**config.mk**
```make
export PLATFORM = sky130hd
export DESIGN_NAME = ps2_rx_fifo
export DESIGN_NICKNAME = d
export VERILOG_FILES = /design/src/rtl/ps2_rx_fifo.sv
export SDC_FILE = /design/constraint.sdc
export NUM_CORES = 1
export LEC_CHECK = 0
export BUFFER_PORTS_ARGS = -buffer_cell sky130_fd_sc_hd__buf_2
export CAP_MARGIN = 20
export CORE_ASPECT_RATIO = 0.9
export CORE_MARGIN = 8
export CORE_UTILIZATION = 68
export CTS_BUF_LIST = sky130_fd_sc_hd__clkbuf_8
export CTS_CLUSTER_SIZE = 28
export DETAILED_ROUTE_END_ITERATION = 8
export GPL_ROUTABILITY_DRIVEN = 0
export PLACE_DENSITY = 0.94
export SETUP_SLACK_MARGIN = 0.02
export SLEW_MARGIN = 30
export SYNTH_ARGS = -nofsm -noshare
export SYNTH_HDL_FRONTEND = slang
export SYNTH_SLANG_ARGS = --single-unit
```
**constraint.sdc**
```tcl
create_clock -name clk -period 5.8 [get_ports clk]
set_input_delay 0.58 -clock clk [delete_from_list [all_inputs] [get_ports clk]]
set_output_delay 0.58 -clock clk [all_outputs]
set_load 0.02 [all_outputs]
```
**src/rtl/ps2_rx_fifo.sv**
```systemverilog
// PS/2 device-to-host frame receiver: synchronizes the keyboard pins, validates
// 11-bit frames (start/parity/stop, stale-frame timeout) and queues bytes in a FIFO.
module ps2_rx_fifo #(
  parameter int DEPTH_LOG2 = 3,
  parameter int TIMEOUT    = 100000
) (
  input  logic       clk,
  input  logic       rst,
  input  logic       ps2_clk,
  input  logic       ps2_data,
  input  logic       nextdata_n,
  output logic [7:0] data,
  output logic       ready,
  output logic       overflow,
  output logic       frame_err,
  output logic [7:0] err_count
);

  localparam int DEPTH = 1 << DEPTH_LOG2;
  localparam logic [16:0] TO_LAST = 17'(TIMEOUT - 1);

  typedef enum logic [1:0] {IDLE, SHIFT, CHECK} state_t;

  state_t                r_state, w_stateNext;
  logic [2:0]            r_clkSync;
  logic [1:0]            r_dataSync;
  logic [3:0]            r_bitCnt, w_bitCntNext;
  logic [9:0]            r_shift, w_shiftNext;
  logic                  r_start, w_startNext;
  logic [16:0]           r_toCnt, w_toCntNext;
  logic [7:0]            r_mem [0:DEPTH-1];
  logic [DEPTH_LOG2:0]   r_wptr, r_rptr;
  logic [7:0]            r_errCount;
  logic                  r_overflow;
  logic                  w_fall, w_bit, w_valid, w_full, w_empty;
  logic                  w_push, w_drop, w_pop, w_reject;

  // Idle PS/2 lines are high, so the synchronizers reset to ones to avoid a false edge.
  always_ff @(posedge clk or posedge rst) begin
    if (rst) begin
      r_clkSync  <= 3'b111;
      r_dataSync <= 2'b11;
    end else begin
      r_clkSync  <= {r_clkSync[1:0], ps2_clk};
      r_dataSync <= {r_dataSync[0], ps2_data};
    end
  end

  assign w_fall  = (r_clkSync[2:1] == 2'b10);
  assign w_bit   = r_dataSync[1];
  // Shift register holds data[7:0], parity, stop; odd parity over data plus parity.
  assign w_valid = !r_start && r_shift[9] && (^r_shift[8:0]);
  assign w_empty = (r_wptr == r_rptr);
  assign w_full  = (r_wptr[DEPTH_LOG2] != r_rptr[DEPTH_LOG2]) &&
                   (r_wptr[DEPTH_LOG2-1:0] == r_rptr[DEPTH_LOG2-1:0]);
  assign w_pop   = !w_empty && !nextdata_n;

  always_comb begin
    w_stateNext  = r_state;
    w_bitCntNext = r_bitCnt;
    w_shiftNext  = r_shift;
    w_startNext  = r_start;
    w_toCntNext  = r_toCnt;
    w_push       = 1'b0;
    w_drop       = 1'b0;
    w_reject     = 1'b0;
    case (r_state)
      IDLE: begin
        w_toCntNext = '0;
        if (w_fall) begin
          w_startNext  = w_bit;
          w_bitCntNext = 4'd1;
          w_stateNext  = SHIFT;
        end
      end
      SHIFT: begin
        if (w_fall) begin
          w_shiftNext  = {w_bit, r_shift[9:1]};
          w_toCntNext  = '0;
          w_bitCntNext = r_bitCnt + 4'd1;
          if (r_bitCnt == 4'd10) w_stateNext = CHECK;
        end else if (r_toCnt == TO_LAST) begin
          w_reject    = 1'b1;
          w_toCntNext = '0;
          w_stateNext = IDLE;
        end else begin
          w_toCntNext = r_toCnt + 17'd1;
        end
      end
      CHECK: begin
        w_stateNext = IDLE;
        w_toCntNext = '0;
        if (!w_valid)    w_reject = 1'b1;
        else if (w_full) w_drop   = 1'b1;
        else             w_push   = 1'b1;
      end
      default: w_stateNext = IDLE;
    endcase
  end

  always_ff @(posedge clk or posedge rst) begin
    if (rst) begin
      r_state    <= IDLE;
      r_bitCnt   <= '0;
      r_shift    <= '0;
      r_start    <= 1'b0;
      r_toCnt    <= '0;
      r_wptr     <= '0;
      r_rptr     <= '0;
      r_errCount <= '0;
      r_overflow <= 1'b0;
    end else begin
      r_state  <= w_stateNext;
      r_bitCnt <= w_bitCntNext;
      r_shift  <= w_shiftNext;
      r_start  <= w_startNext;
      r_toCnt  <= w_toCntNext;
      if (w_push) r_wptr <= r_wptr + 1'b1;
      if (w_pop)  r_rptr <= r_rptr + 1'b1;
      if (w_reject && r_errCount != 8'hFF) r_errCount <= r_errCount + 8'd1;
      // A drop in the same cycle as a pop wins, so overflow stays set.
      if (w_drop)     r_overflow <= 1'b1;
      else if (w_pop) r_overflow <= 1'b0;
    end
  end

  always_ff @(posedge clk) begin
    if (w_push) r_mem[r_wptr[DEPTH_LOG2-1:0]] <= r_shift[7:0];
  end

  assign data      = r_mem[r_rptr[DEPTH_LOG2-1:0]];
  assign ready     = !w_empty;
  assign overflow  = r_overflow;
  assign frame_err = w_reject;
  assign err_count = r_errCount;

endmodule

```
==> flow_summary.ini <==
[pwr]
p_int_mw = 1.86
leakage_nw = 2.39
p_sw_share_pct = 31.5
pwr-share-clk_pct = 29.9
power_density_mw_per_mm2 = 451
power.total_mw = 2.71
peakVddDrop_uv = 344
switchingPower_uw = 855
combPwrFrac_pct = 25.7
seqPwrFrac_pct = 44.4

[cells_and_area]
layout-drive-gt1-share_pct = 27.7
layout_common_cells = 64 x edfxtp_1, 51 x dfrtp_1, 31 x o21ai_0
n_fill_cell = 413
final_common_cell = edfxtp_1
final_nets = 426
insertedDiodeCount = 0
syn_to_final_growth_pct = 12.0

[critical_path]
crit_path_end_kind = flip-flop
start_kind = flip-flop
cp_cell_sequence = xor2_1 -> xnor3_1 -> xor2_1 -> and4b_1 -> nand2b_1 -> nor2_1
crit_slowest_cell = nor2_1
cp_top_family = simple AND/OR/NAND/NOR gates
crit_path_frequent_cell = xor2_1
path_class = flip-flop to flip-flop
cpPeakStageDelay_ns = 0.70
ff2ff_setup_slack_ns = 2.61
reg2reg_depth = 6
arrival_ns = 3.22
reg2reg_to = r_mem[6][5]
cp_max_fo = 11
r2r_start = r_shift[7]
cp_data_required_time_ns = 5.84
path_buf_inv = 0

[route]
wirelength_mm = 10.5
wl_per_cell_um = 20.2
firstDrtPassIters = 5
via_count = 3264
antenna_left = 0
routed_via_density = 6.29
drc = 0
first_iter_violations = 188

[clock_network]
postCtsSetupRepairBufs = 0
cts_root_buf = clkbuf_8
cts.repair.resized = 0
cts_max_level = 4
cts_hold_buffers = 0
clk-insertion-delay-late_ns = 0.42
cts.clk_slew.worst_paths_ns = 0.07
cts_made_buffers = 17
cts.sinks = 120
cts_tree = done
cts_buffer_depth = 2

[yosys]
synthCells = 383
yosysSeqAreaShare_pct = 62.1
ys_dominant_reg_cell = edfxtp_1
synth-seq-cells = 120
synth_nets = 399
synthArstFlopShare_pct = 46.7
syn-cell-area_mm2 = 0.00536
synth_edf_count = 64
yosys_warnings = 0
synth.distinct_cells = 48
syn_avg_cell_area_um2 = 14.0

[global_route]
grt_max_degree = 57
grt_pass1_vias = 3396
grt_pass1_wl_mm = 17.3
gr-total-overflow = 0
globalRouteTotalUtil_pct = 20.6
antenna_found_initial = 0

[outcome]
status = finished, final reports clean

[timing]
fin_setup_tns_ns = 0
relSlewSlack_pct = 43.5
skew_ns = 0.0126
rsz0062_at_grt = no
hold_viol = 0
tightest_slew_ns = 0.845
fmax_mhz = 314
finalCriticalPeriod_ns = 3.19
period_share_pct = 54.9
setup_violations = 0
slew_violations = 0

[floorplanning]
fp.dieH_um = 100
dieArea_mm2 = 0.0110
core_mm2 = 0.00758
initial_core_util_pct = 70.7
fp-row-count = 30
die_x_um = 110
io_pins = 24

[worst_hold_path]
min_path_cells = 1
min_from = ps2_clk
hold_class = primary input to flip-flop
min_to = r_clkSync[0]

[placement]
port_buffers = 23
dp_hpwl_mm = 6.60

[job]
cap_violations = 0
==> layer usage <==
layer / up-vias / track usage (%) / routed length (um) / part of all wire, %
li1: 1499 / - / - / -
met1: 1625 / 26.2 / 4350 / 41
met2: 125 / 33.7 / 5380 / 51
met3: 15 / 4.68 / 618 / 5.9
met4: 0 / 7.37 / 143 / 1.4
met5: - / 0 / 0 / 0
==> state kept, by name (all words and copies together) (netlist names), 2 cells and up <==
signal	cells
r_bitCnt	4
r_clkSync	3
r_dataSync	2
r_wptr	4
r_rptr	4
r_toCnt	17
r_shift	10
r_mem	64
err_count	8
r_state	2
==> how the worst max path moves through the flow <==
stage          cells after the start   startpoint     endpoint  slack, ns
2_1_floorplan                      7   r_shift[6]  r_mem[4][0]       3.01
3_3_place_gp                       6   r_shift[7]  r_mem[3][4]       2.60
3_5_place_dp                       6   r_shift[7]  r_mem[2][4]       2.50
4_1_cts                            6   r_shift[7]  r_mem[2][1]       2.47
5_1_grt                            6  r_toCnt[11]    frame_err       2.45
6_report                           6   r_shift[7]  r_mem[6][5]       2.61
==> power by group through the flow <==
stage	clock [mW]	combinational, mW	sequential (mW)
final	0.810	0.698	1.20
after detailed placement	0	0.692	1.22
after global placement	0	0.665	1.20
after CTS	0.820	0.705	1.20
after global routing	0.851	0.768	1.22
after floorplan	0	0.591	1.13
==> layout make-up <==
type	instances	area (um2)	share of cell area, %
clock buffers	17	234	3.90
clock inverters	15	198	3.29
inverters	8	30.0	0.500
multi-input cells	236	1950	32.5
flip-flops and latches	120	3330	55.4
well taps	96	120	2.00
repair buffers	27	145	2.42
==> cells by family (layout without fill, tap and decap cells) <==
group	after synthesis	after routing	synth area share, %
mux	44	44	12.8
buf+inv	27	67	1.98
simple gates	106	106	10.9
flops	120	120	62.1
fa+ha+maj	11	11	2.57
xor+xnor	21	21	3.69
compound gates	54	54	5.95
==> synth_stat cells (7+ instances only) <==
library cell,instances,area [um2]
ha_1,11,138
clkbuf_1,14,52.6
xor2_1,11,96.3
nand4_1,7,43.8
mux4_2,16,360
mux2_2,24,270
nor3_1,7,35.0
nand2_1,28,105
inv_1,7,26.3
nor2_1,14,52.6
xnor2_1,9,78.8
o21ai_0,31,155
nand3_1,14,70.1
dfrtp_1,51,1280
edfxtp_1,64,1920
==> per-stage QoR <==
step	cell area [um2]	setup slack [ns]	utilization (%)	cells	hold WS, ns
after global routing	6010	2.45	79.2	519	0.239
final	6010	2.61	79.2	519	0.265
after detailed placement	5570	2.50	73.5	487	0.347
after global placement	5550	2.60	73.2	487	0.350
after floorplan	5360	3.01	-	383	0.345
after CTS	6000	2.47	79.2	519	0.236
Power figures use the tool's default switching activity.
